<file path="src/rtl/arp_tbl_arbiter_if.sv">
// Request/ack, table-port and statistics signals of the ARP table arbiter.
// slave is the arbiter's view; master is the requesters' and table's view.
interface arp_tbl_arbiter_if #(
  parameter int unsigned C_S_AXI_DATA_WIDTH = 32
);
  localparam int unsigned W = 3 * C_S_AXI_DATA_WIDTH;

  logic                          lkup_req;
  logic [4:0]                    lkup_addr;
  logic                          lkup_ack;
  logic [W-1:0]                  lkup_data;
  logic                          host_rd_req;
  logic [4:0]                    host_rd_addr;
  logic                          host_rd_ack;
  logic [W-1:0]                  host_rd_data;
  logic                          host_wr_req;
  logic [4:0]                    host_wr_addr;
  logic [W-1:0]                  host_wr_data;
  logic                          host_wr_ack;
  logic                          tbl_rd_req;
  logic                          tbl_wr_req;
  logic [4:0]                    tbl_rd_addr;
  logic [4:0]                    tbl_wr_addr;
  logic [W-1:0]                  tbl_wr_data;
  logic [W-1:0]                  tbl_rd_data;
  logic                          tbl_rd_ack;
  logic                          tbl_wr_ack;
  logic [C_S_AXI_DATA_WIDTH-1:0] drop_count;
  logic [C_S_AXI_DATA_WIDTH-1:0] timeout_count;

  modport slave (
    input  lkup_req, lkup_addr, host_rd_req, host_rd_addr, host_wr_req, host_wr_addr,
           host_wr_data, tbl_rd_data, tbl_rd_ack, tbl_wr_ack,
    output lkup_ack, lkup_data, host_rd_ack, host_rd_data, host_wr_ack, tbl_rd_req,
           tbl_wr_req, tbl_rd_addr, tbl_wr_addr, tbl_wr_data, drop_count, timeout_count
  );

  modport master (
    output lkup_req, lkup_addr, host_rd_req, host_rd_addr, host_wr_req, host_wr_addr,
           host_wr_data, tbl_rd_data, tbl_rd_ack, tbl_wr_ack,
    input  lkup_ack, lkup_data, host_rd_ack, host_rd_data, host_wr_ack, tbl_rd_req,
           tbl_wr_req, tbl_rd_addr, tbl_wr_addr, tbl_wr_data, drop_count, timeout_count
  );
endinterface

</file>
<file path="src/rtl/arp_tbl_arbiter.sv">
// Serialises datapath lookups and host reads/writes onto the single ARP table port,
// holding one pending request per source and returning registered acks and data.
module arp_tbl_arbiter #(
  parameter int unsigned C_S_AXI_DATA_WIDTH = 32,
  parameter int unsigned C_MAX_LKUP_BURST   = 4,
  parameter int unsigned C_ACK_TIMEOUT      = 8
) (
  input logic              AXI_ACLK,
  input logic              AXI_RESET,
  arp_tbl_arbiter_if.slave bus
);
  localparam int unsigned DW      = C_S_AXI_DATA_WIDTH;
  localparam int unsigned W       = 3 * DW;
  localparam int unsigned StreakW = $clog2(C_MAX_LKUP_BURST + 1);
  localparam int unsigned WaitW   = $clog2(C_ACK_TIMEOUT + 1);

  typedef enum logic [1:0] {StIdle, StIssue, StWait} state_e;
  typedef enum logic [1:0] {SrcLkup, SrcHostRd, SrcHostWr} src_e;

  state_e state_q, state_d;
  src_e   sel_q, sel_d, win;

  logic               lkup_pend_q, lkup_pend_d, rd_pend_q, rd_pend_d, wr_pend_q, wr_pend_d;
  logic [4:0]         lkup_addr_q, lkup_addr_d, rd_addr_q, rd_addr_d, wr_addr_q, wr_addr_d;
  logic [W-1:0]       wr_data_q, wr_data_d;
  logic [StreakW-1:0] streak_q, streak_d;
  logic [WaitW-1:0]   wait_cnt_q, wait_cnt_d;
  logic               lkup_ack_q, lkup_ack_d, host_rd_ack_q, host_rd_ack_d;
  logic               host_wr_ack_q, host_wr_ack_d;
  logic [W-1:0]       lkup_data_q, lkup_data_d, host_rd_data_q, host_rd_data_d;
  logic               tbl_rd_req_q, tbl_rd_req_d, tbl_wr_req_q, tbl_wr_req_d;
  logic [4:0]         tbl_rd_addr_q, tbl_rd_addr_d, tbl_wr_addr_q, tbl_wr_addr_d;
  logic [W-1:0]       tbl_wr_data_q, tbl_wr_data_d;
  logic [DW-1:0]      drop_count_q, drop_count_d, timeout_count_q, timeout_count_d;

  logic          any_pend, grant, ack_hit, expired, done;
  logic [1:0]    n_drop;
  logic [DW:0]   drop_sum;
  logic [W-1:0]  rd_data;

  always_ff @(posedge AXI_ACLK or posedge AXI_RESET) begin
    if (AXI_RESET) begin
      state_q <= StIdle;
      sel_q   <= SrcLkup;
    end else begin
      state_q <= state_d;
      sel_q   <= sel_d;
    end
  end

  always_comb begin
    any_pend = lkup_pend_q | rd_pend_q | wr_pend_q;
    // A host read starved by a full lookup burst beats every other source.
    if (rd_pend_q && streak_q == StreakW'(C_MAX_LKUP_BURST)) win = SrcHostRd;
    else if (wr_pend_q)                                      win = SrcHostWr;
    else if (lkup_pend_q)                                    win = SrcLkup;
    else                                                     win = SrcHostRd;
    grant   = (state_q == StIdle) && any_pend;
    ack_hit = (state_q == StWait) &&
              ((sel_q == SrcHostWr) ? bus.tbl_wr_ack : bus.tbl_rd_ack);
    expired = (state_q == StWait) && !ack_hit && (wait_cnt_q == WaitW'(C_ACK_TIMEOUT - 1));
    done    = ack_hit | expired;

    state_d = state_q;
    sel_d   = sel_q;
    unique case (state_q)
      StIdle: begin
        if (any_pend) begin
          state_d = StIssue;
          sel_d   = win;
        end
      end
      StIssue: state_d = StWait;
      StWait:  if (done) state_d = StIdle;
      default: state_d = StIdle;
    endcase
  end

  always_comb begin
    rd_data        = ack_hit ? bus.tbl_rd_data : '0;
    lkup_ack_d     = done && (sel_q == SrcLkup);
    host_rd_ack_d  = done && (sel_q == SrcHostRd);
    host_wr_ack_d  = done && (sel_q == SrcHostWr);
    lkup_data_d    = lkup_ack_d ? rd_data : '0;
    host_rd_data_d = host_rd_ack_d ? rd_data : '0;

    tbl_rd_req_d  = grant && (win != SrcHostWr);
    tbl_wr_req_d  = grant && (win == SrcHostWr);
    tbl_rd_addr_d = tbl_rd_req_d ? ((win == SrcLkup) ? lkup_addr_q : rd_addr_q) : tbl_rd_addr_q;
    tbl_wr_addr_d = tbl_wr_req_d ? wr_addr_q : tbl_wr_addr_q;
    tbl_wr_data_d = tbl_wr_req_d ? wr_data_q : tbl_wr_data_q;

    // A pending flag is released on the edge that raises its ack.
    lkup_pend_d = lkup_pend_q ? !lkup_ack_d : bus.lkup_req;
    rd_pend_d   = rd_pend_q ? !host_rd_ack_d : bus.host_rd_req;
    wr_pend_d   = wr_pend_q ? !host_wr_ack_d : bus.host_wr_req;
    lkup_addr_d = (!lkup_pend_q && bus.lkup_req) ? bus.lkup_addr : lkup_addr_q;
    rd_addr_d   = (!rd_pend_q && bus.host_rd_req) ? bus.host_rd_addr : rd_addr_q;
    wr_addr_d   = (!wr_pend_q && bus.host_wr_req) ? bus.host_wr_addr : wr_addr_q;
    wr_data_d   = (!wr_pend_q && bus.host_wr_req) ? bus.host_wr_data : wr_data_q;

    n_drop = 2'(lkup_pend_q & bus.lkup_req) + 2'(rd_pend_q & bus.host_rd_req) +
             2'(wr_pend_q & bus.host_wr_req);
    drop_sum     = {1'b0, drop_count_q} + (DW + 1)'(n_drop);
    drop_count_d = drop_sum[DW] ? '1 : drop_sum[DW-1:0];
    timeout_count_d = (expired && timeout_count_q != '1) ? timeout_count_q + DW'(1)
                                                          : timeout_count_q;

    if (!rd_pend_q)                    streak_d = '0;
    else if (grant && win == SrcHostRd) streak_d = '0;
    else if (grant && win == SrcLkup)   streak_d = streak_q + StreakW'(1);
    else                                streak_d = streak_q;
    wait_cnt_d = (state_q == StWait) ? wait_cnt_q + WaitW'(1) : '0;
  end

  always_ff @(posedge AXI_ACLK or posedge AXI_RESET) begin
    if (AXI_RESET) begin
      lkup_pend_q     <= 1'b0;
      rd_pend_q       <= 1'b0;
      wr_pend_q       <= 1'b0;
      lkup_addr_q     <= '0;
      rd_addr_q       <= '0;
      wr_addr_q       <= '0;
      wr_data_q       <= '0;
      streak_q        <= '0;
      wait_cnt_q      <= '0;
      lkup_ack_q      <= 1'b0;
      host_rd_ack_q   <= 1'b0;
      host_wr_ack_q   <= 1'b0;
      lkup_data_q     <= '0;
      host_rd_data_q  <= '0;
      tbl_rd_req_q    <= 1'b0;
      tbl_wr_req_q    <= 1'b0;
      tbl_rd_addr_q   <= '0;
      tbl_wr_addr_q   <= '0;
      tbl_wr_data_q   <= '0;
      drop_count_q    <= '0;
      timeout_count_q <= '0;
    end else begin
      lkup_pend_q     <= lkup_pend_d;
      rd_pend_q       <= rd_pend_d;
      wr_pend_q       <= wr_pend_d;
      lkup_addr_q     <= lkup_addr_d;
      rd_addr_q       <= rd_addr_d;
      wr_addr_q       <= wr_addr_d;
      wr_data_q       <= wr_data_d;
      streak_q        <= streak_d;
      wait_cnt_q      <= wait_cnt_d;
      lkup_ack_q      <= lkup_ack_d;
      host_rd_ack_q   <= host_rd_ack_d;
      host_wr_ack_q   <= host_wr_ack_d;
      lkup_data_q     <= lkup_data_d;
      host_rd_data_q  <= host_rd_data_d;
      tbl_rd_req_q    <= tbl_rd_req_d;
      tbl_wr_req_q    <= tbl_wr_req_d;
      tbl_rd_addr_q   <= tbl_rd_addr_d;
      tbl_wr_addr_q   <= tbl_wr_addr_d;
      tbl_wr_data_q   <= tbl_wr_data_d;
      drop_count_q    <= drop_count_d;
      timeout_count_q <= timeout_count_d;
    end
  end

  assign bus.lkup_ack      = lkup_ack_q;
  assign bus.lkup_data     = lkup_data_q;
  assign bus.host_rd_ack   = host_rd_ack_q;
  assign bus.host_rd_data  = host_rd_data_q;
  assign bus.host_wr_ack   = host_wr_ack_q;
  assign bus.tbl_rd_req    = tbl_rd_req_q;
  assign bus.tbl_wr_req    = tbl_wr_req_q;
  assign bus.tbl_rd_addr   = tbl_rd_addr_q;
  assign bus.tbl_wr_addr   = tbl_wr_addr_q;
  assign bus.tbl_wr_data   = tbl_wr_data_q;
  assign bus.drop_count    = drop_count_q;
  assign bus.timeout_count = timeout_count_q;
endmodule

</file>
<file path="src/flat_wrapper.sv">
// flat-port wrapper written by rule: the top's interface ports become plain ports
module arp_tbl_arbiter_flat 
#(
  parameter int unsigned C_S_AXI_DATA_WIDTH = 32,
  parameter int unsigned C_MAX_LKUP_BURST   = 4,
  parameter int unsigned C_ACK_TIMEOUT      = 8
)
  (AXI_ACLK, AXI_RESET, bus_lkup_req, bus_lkup_addr, bus_host_rd_req, bus_host_rd_addr, bus_host_wr_req, bus_host_wr_addr, bus_host_wr_data, bus_tbl_rd_data, bus_tbl_rd_ack, bus_tbl_wr_ack, bus_lkup_ack, bus_lkup_data, bus_host_rd_ack, bus_host_rd_data, bus_host_wr_ack, bus_tbl_rd_req, bus_tbl_wr_req, bus_tbl_rd_addr, bus_tbl_wr_addr, bus_tbl_wr_data, bus_drop_count, bus_timeout_count);
  arp_tbl_arbiter_if #(.C_S_AXI_DATA_WIDTH(C_S_AXI_DATA_WIDTH)) bus_i ();
  input logic AXI_ACLK;
  input logic AXI_RESET;
  input wire logic [$bits(bus_i.lkup_req)-1:0] bus_lkup_req;
  input wire logic [$bits(bus_i.lkup_addr)-1:0] bus_lkup_addr;
  input wire logic [$bits(bus_i.host_rd_req)-1:0] bus_host_rd_req;
  input wire logic [$bits(bus_i.host_rd_addr)-1:0] bus_host_rd_addr;
  input wire logic [$bits(bus_i.host_wr_req)-1:0] bus_host_wr_req;
  input wire logic [$bits(bus_i.host_wr_addr)-1:0] bus_host_wr_addr;
  input wire logic [$bits(bus_i.host_wr_data)-1:0] bus_host_wr_data;
  input wire logic [$bits(bus_i.tbl_rd_data)-1:0] bus_tbl_rd_data;
  input wire logic [$bits(bus_i.tbl_rd_ack)-1:0] bus_tbl_rd_ack;
  input wire logic [$bits(bus_i.tbl_wr_ack)-1:0] bus_tbl_wr_ack;
  output wire logic [$bits(bus_i.lkup_ack)-1:0] bus_lkup_ack;
  output wire logic [$bits(bus_i.lkup_data)-1:0] bus_lkup_data;
  output wire logic [$bits(bus_i.host_rd_ack)-1:0] bus_host_rd_ack;
  output wire logic [$bits(bus_i.host_rd_data)-1:0] bus_host_rd_data;
  output wire logic [$bits(bus_i.host_wr_ack)-1:0] bus_host_wr_ack;
  output wire logic [$bits(bus_i.tbl_rd_req)-1:0] bus_tbl_rd_req;
  output wire logic [$bits(bus_i.tbl_wr_req)-1:0] bus_tbl_wr_req;
  output wire logic [$bits(bus_i.tbl_rd_addr)-1:0] bus_tbl_rd_addr;
  output wire logic [$bits(bus_i.tbl_wr_addr)-1:0] bus_tbl_wr_addr;
  output wire logic [$bits(bus_i.tbl_wr_data)-1:0] bus_tbl_wr_data;
  output wire logic [$bits(bus_i.drop_count)-1:0] bus_drop_count;
  output wire logic [$bits(bus_i.timeout_count)-1:0] bus_timeout_count;
  assign bus_i.lkup_req = bus_lkup_req;
  assign bus_i.lkup_addr = bus_lkup_addr;
  assign bus_i.host_rd_req = bus_host_rd_req;
  assign bus_i.host_rd_addr = bus_host_rd_addr;
  assign bus_i.host_wr_req = bus_host_wr_req;
  assign bus_i.host_wr_addr = bus_host_wr_addr;
  assign bus_i.host_wr_data = bus_host_wr_data;
  assign bus_i.tbl_rd_data = bus_tbl_rd_data;
  assign bus_i.tbl_rd_ack = bus_tbl_rd_ack;
  assign bus_i.tbl_wr_ack = bus_tbl_wr_ack;
  assign bus_lkup_ack = bus_i.lkup_ack;
  assign bus_lkup_data = bus_i.lkup_data;
  assign bus_host_rd_ack = bus_i.host_rd_ack;
  assign bus_host_rd_data = bus_i.host_rd_data;
  assign bus_host_wr_ack = bus_i.host_wr_ack;
  assign bus_tbl_rd_req = bus_i.tbl_rd_req;
  assign bus_tbl_wr_req = bus_i.tbl_wr_req;
  assign bus_tbl_rd_addr = bus_i.tbl_rd_addr;
  assign bus_tbl_wr_addr = bus_i.tbl_wr_addr;
  assign bus_tbl_wr_data = bus_i.tbl_wr_data;
  assign bus_drop_count = bus_i.drop_count;
  assign bus_timeout_count = bus_i.timeout_count;
  arp_tbl_arbiter #(.C_S_AXI_DATA_WIDTH(C_S_AXI_DATA_WIDTH), .C_MAX_LKUP_BURST(C_MAX_LKUP_BURST), .C_ACK_TIMEOUT(C_ACK_TIMEOUT)) u_core (.AXI_ACLK(AXI_ACLK), .AXI_RESET(AXI_RESET), .bus(bus_i));
endmodule
</file>
<file path="config.mk">
export PLATFORM = sky130hd
export DESIGN_NAME = arp_tbl_arbiter_flat
export DESIGN_NICKNAME = d
export VERILOG_FILES = /design/src/rtl/arp_tbl_arbiter_if.sv /design/src/rtl/arp_tbl_arbiter.sv /design/src/flat_wrapper.sv
export SDC_FILE = /design/constraint.sdc
export NUM_CORES = 1
export LEC_CHECK = 0
export BUFFER_PORTS_ARGS = -buffer_cell sky130_fd_sc_hd__buf_2
export CAP_MARGIN = 20
export CORE_MARGIN = 4
export CORE_UTILIZATION = 30
export DETAILED_ROUTE_END_ITERATION = 12
export PLACE_DENSITY = 0.63
export SLEW_MARGIN = 20
export SYNTH_ARGS = -nofsm -noshare
export SYNTH_HDL_FRONTEND = slang
export SYNTH_SLANG_ARGS = --single-unit
</file>
<file path="constraint.sdc">
create_clock -name AXI_ACLK -period 25.8 [get_ports AXI_ACLK]
set_input_delay 1.29 -clock AXI_ACLK [delete_from_list [all_inputs] [get_ports AXI_ACLK]]
set_output_delay 1.29 -clock AXI_ACLK [all_outputs]
set_load 0.03 [all_outputs]
</file>
# [After elaboration in Yosys (flattened, before gate mapping)]
# Index checks and enable logic that the tools add are counted.
[word_totals] ramBits=0 latch_bits=0 output_inout_bits=367 romBits=0 input_bits=214 mem_count=0 ff_bits=492 elab_cells=95
[op_classes] n_reduce_logical=28 shifts=0 mul=0 muxes=19 bitwise_logic=6 n_div=0 eq_ne=13 n_addsub=6 order_cmp=0
[ops] op="$mux 96" n=3
[ops] op="$add 32x2->33" n=1
[ops] op="$add 32x1->32 const B" n=1
[ops] op="$mux 32" n=1
[ops] op="$ne 32x32->1 const B" n=1
[ops] op="$logic_and 1x1->1" n=16
[ops] op="$mux 3" n=3
[ops] op="$mux 2" n=4
[ops] op="$logic_not 1->1" n=7
[ops] op="$eq 2x1->1 const B" n=3
[ops] op="$eq 2x2->1 const B" n=3
[ops] op="$logic_not 2->1" n=3
[ops] op="$pmux 2 s3" n=1
[ops] op="$mux 1" n=5
[ops] op="$mux 5" n=1
[ops] op="$add 2x2->2" n=2
[ops] op="$add 4x1->4 const B" n=1
[ops] op="$eq 4x3->1 const B" n=1
[ops] op="$mux 4" n=1
[ops] op="$ne 2x1->1 const B" n=2
[ops] op="$reduce_and 2->1" n=2
[ops] op="$add 3x1->3 const B" n=1
[ops] op="$and 1x1->1" n=3
[ops] op="$eq 3x3->1 const B" n=1
[ops] op="other kinds (3)" n=5

# [Depth between registers and ports, before layout]
[logic_depth] word_depth=10 ltp_mapped=11 ltp_nobuf=9

# [Worst setup path before layout]
# No wires, ideal clock.
[synth_timing] path_kind="in2reg" start="input port bus_host_wr_req" end="register u_core.drop_count_q[30], in the netlist u_core.bus.drop_count[30]" required_ps=25670 path_buffers=0 t_arrival_ps=3463 setup_slack_ps=22207 stages=9 setup_ps=130 cell_sequence="and2_1 > fa_1 > ha_1 > fa_1 > nand3_1 > nor4_1 > nand4_1 > xor2_1 > nand2_1"
[synth_via] elab_chain_cells=4
[synth_rtl] element="start: declaration" line="flat_wrapper.sv:16" source="input wire logic [$bits(bus_i.host_wr_req)-1:0] bus_host_wr_req;"
[synth_rtl] element="$and 1x1->1" line="arp_tbl_arbiter.sv:103" source="2'(wr_pend_q & bus.host_wr_req);"
[synth_rtl] element="$add 2x2->2" line="arp_tbl_arbiter.sv:102" source="n_drop = 2'(lkup_pend_q & bus.lkup_req) + 2'(rd_pend_q & bus.host_rd_req) +"
[synth_rtl] element="$add 32x2->33" line="arp_tbl_arbiter.sv:104" source="drop_sum = {1'b0, drop_count_q} + (DW + 1)'(n_drop);"
[synth_rtl] element="$mux 32" line="arp_tbl_arbiter.sv:105" source="drop_count_d = drop_sum[DW] ? '1 : drop_sum[DW-1:0];"
[synth_rtl] element="net u_core.drop_count_d[30]" line="arp_tbl_arbiter.sv:34" source="logic [DW-1:0] drop_count_q, drop_count_d, timeout_count_q, timeout_count_d;"
[synth_rtl] element="end signal: assignment" line="arp_tbl_arbiter.sv:159" source="drop_count_q <= drop_count_d;"
[synth_rtl] element="end: declaration" line="arp_tbl_arbiter.sv:34"
# The timed path passes the listed nets, and every way through them passes these cells.
# A chain may end at the register's enable or synchronous reset.

==> results.yml <==
worst_setup_path:
  regToRegStartpoint: "u_core.wr_pend_q"
  cp-startpoint: "AXI_RESET"
  reg2reg_depth: 8
  critPathKind: "input pin to asynchronous set/reset pin"
  cp_max_fo: 133
  worst_setup_path_end_kind: "asynchronous set/reset pin"
  start_kind: "input pin"
  crit_required_ns: 26.46
  cp_data_arrival_time_ns: 5.21
synth:
  synth_ff_type: "dfrtp_1"
  synthesis.nets: 1723
  syn_inst: 1501
  async_reset_ff_frac: 1.00
  ys_seq_area_frac: 0.670
  syn-cell-area_sq_um: 18400
  avgSynthCellArea_sq_um: 12.2
  netlist-cell-type-count: 46
  yosys_register_bits: 492
  yosysWarnings: 0
  synth-edff-count: 0
cts:
  cts_hold_buffers: 0
  cts_tree: "built"
  root_buffer: "clkbuf_16"
  path_clk_slew_ns: 0.06
  clock_sinks: 492
  post-cts-setup-buffers: 0
  cts_buffers: 52
  ctsResizeCount: 0
  ctsHtreeMaxLevel: 2
  ctsLongestPathBuffers: 3
  clkLatencyLatePin_ns: 0.58
finish:
  multiInputGateArea_sq_um: 5680
  regArea_sq_um: 12300
  syn2layout_area_growth_pct: 29.6
  fin_nets: 2286
  final_layout_size_suffix_gt1_frac: 0.386
  n_fill_cell: 5802
floorplanning:
  row_count: 90
  dieWidth_um: 256
  coreArea_sq_um: 60500
  die_area_sq_um: 65300
  ioPinCount: 581
  floorplan.initialDensity: 0.304
  die_height_um: 256
drt:
  drt_iter0_drc: 737
  drt_pass1_iterations: 5
  drc: 0
  met1_length_mm: 20.9
  drt-wirelength-per-cell_um: 18.5
  viasPerCell: 4.64
  wl_met2_mm: 27.1
  ant_nets: 0
  wl_met3_mm: 4.00
  routed_wl_mm: 53.5
  vias: 13400
  routed.top_layer: "met5"
place:
  gp_congestion: 0.837
  portBuffers: 580
  preCtsSetupSlack_ns: 20.41
  dp_hpwl_mm: 38.4
timing:
  fmax_mhz: 220
  setup-tns-final_ns: 0
  fin_ws_ns: 21.25
  rsz0062_at_grt: "no"
  drv_slew: 0
  setup_viol: 0
  period_minus_slack_ns: 4.55
  fin_skew_ns: 0.0182
  tightest_slew_ns: 1.01
  slew_headroom: 0.323
  final-hold-violation-count: 0
  fin_crit_sh: 0.176
worst_hold_path:
  min_path_type: "flop to flop"
  min_delay_path_depth: 2
  hp-start: "u_core.wr_data_q[5]"
global_routing:
  track_usage: 0.159
  grt_pass1_vias: 14000
  overflow: 0
  grt_pass1_wl_mm: 83.6
  antenna_found_initial: 21
  grt_max_degree: 134
status:
  status: "finished clean"
power:
  p_leak_uw: 0.0135
  power_density_nw_per_um2: 109
  vdd_drop_max_v: 0.0000690
job:
  drv_cap: 0
==> synthesized netlist by cell type, types with 8 or more instances <==
| cell type | instances | share of area |
|---|---|---|
| nand3_1 | 34 | 0.0093 |
| clkbuf_1 | 55 | 0.011 |
| nor3_1 | 8 | 0.0022 |
| a21oi_1 | 14 | 0.0038 |
| nor2_1 | 24 | 0.0049 |
| xnor2_1 | 33 | 0.016 |
| buf_2 | 13 | 0.0035 |
| o21ai_0 | 8 | 0.0022 |
| and2_1 | 10 | 0.0034 |
| dfrtp_1 | 492 | 0.67 |
| xor2_1 | 20 | 0.0095 |
| nand4_1 | 32 | 0.011 |
| nand2_1 | 343 | 0.070 |
| buf_4 | 13 | 0.0053 |
| mux2_2 | 114 | 0.070 |
| and3_1 | 215 | 0.073 |
==> sequential cells by signal (all words and copies together) (netlist names) <==
| name | cells |
|---|---|
| u_core.bus.host_rd_data | 96 |
| u_core.bus.lkup_data | 96 |
| u_core.bus.tbl_wr_data | 96 |
| u_core.wr_data_q | 96 |
| u_core.bus.drop_count | 32 |
| u_core.bus.timeout_count | 32 |
| u_core.bus.tbl_rd_addr | 5 |
| u_core.bus.tbl_wr_addr | 5 |
| u_core.lkup_addr_q | 5 |
| u_core.rd_addr_q | 5 |
| u_core.wr_addr_q | 5 |
| u_core.wait_cnt_q | 4 |
| u_core.streak_q | 3 |
| u_core.sel_q | 2 |
| u_core.state_q | 2 |
| u_core.bus.host_rd_ack | 1 |
| u_core.bus.host_wr_ack | 1 |
| u_core.bus.lkup_ack | 1 |
| u_core.bus.tbl_rd_req | 1 |
| u_core.bus.tbl_wr_req | 1 |
| u_core.lkup_pend_q | 1 |
| u_core.rd_pend_q | 1 |
| u_core.wr_pend_q | 1 |
==> cells by family (layout without fill, tap and decap cells) <==
kind of cell | count (synthesis) | in the layout | synth area share
XOR/XNOR | 53 | 53 | 0.0253
AO/OA/AOI/OAI | 31 | 31 | 0.0108
other | 0 | 3 | 0
flip-flops | 492 | 492 | 0.670
multiplexers | 121 | 121 | 0.0739
AND/OR/NAND/NOR | 701 | 701 | 0.190
adder cells (fa/ha/maj) | 8 | 8 | 0.00626
buffers and inverters | 95 | 700 | 0.0238
==> worst paths after layout <==
kind | slack, ns | end
min in group asynchronous | 0.83 | u_core.wr_data_q[21]
worst max register to register | 22.30 | u_core.bus.tbl_wr_data[68]
max in group AXI_ACLK | 22.26 | u_core.bus.drop_count[16]
worst min register to register | 0.46 | u_core.bus.tbl_wr_data[5]
worst max-delay path | 21.25 | u_core.lkup_addr_q[4]
worst min-delay path | 0.46 | u_core.bus.tbl_wr_data[5]
==> layout by cell type (no fill, tap or decap), drive strengths merged, types with 8 or more instances in the layout <==
cell type,instances
buf,595
dfrtp,492
nand2,343
and3,215
mux2,115
clkbuf,74
nand3,34
xnor2,33
nand4,33
nor2,24
xor2,20
a21oi,14
clkinv,14
and2,10
nor3,10
o21ai,8
inv,8
==> layer usage <==
layer | track usage | vias up
met5 | 0 | -
met4 | 0.0466 | 12
met3 | 0.0504 | 111
met2 | 0.279 | 480
met1 | 0.189 | 6642
li1 | - | 6157
==> through the flow <==
step	hold slack [ns]	instances	utilization	total power [uW]	instance area [sq um]
after floorplan	0.431	1501	-	1610	18400
final	0.456	2891	0.394	2590	23800
after CTS	0.464	2888	0.393	2630	23800
after global routing	0.482	2891	0.394	2740	23800
after global placement	0.443	2792	0.364	1820	22000
after detailed placement	0.448	2792	0.364	1850	22000
==> where the power goes <==
group	switching [uW]	leakage, uW	total (uW)	internal [uW]
clock network	306	0.000869	766	460
registers	112	0.00642	1080	965
logic	501	0.00617	748	248
==> layout make-up <==
| cell class | count | area share |
|---|---|---|
| Antenna cell | 3 | 0.000315 |
| Clock buffer | 74 | 0.0637 |
| Clock inverter | 22 | 0.0111 |
| Inverter | 9 | 0.00179 |
| Multi-Input combinational cell | 914 | 0.238 |
| Sequential cell | 492 | 0.517 |
| Tap cell | 782 | 0.0411 |
| Timing Repair Buffer | 595 | 0.127 |
==> worst max-delay path, stage by stage <==
cell   delay [ns]
buf_2        0.13
inv_8        0.51
buf_4        0.83
buf_4        0.76
buf_4        0.84
buf_4        0.62
Power figures use the tool's default switching activity.
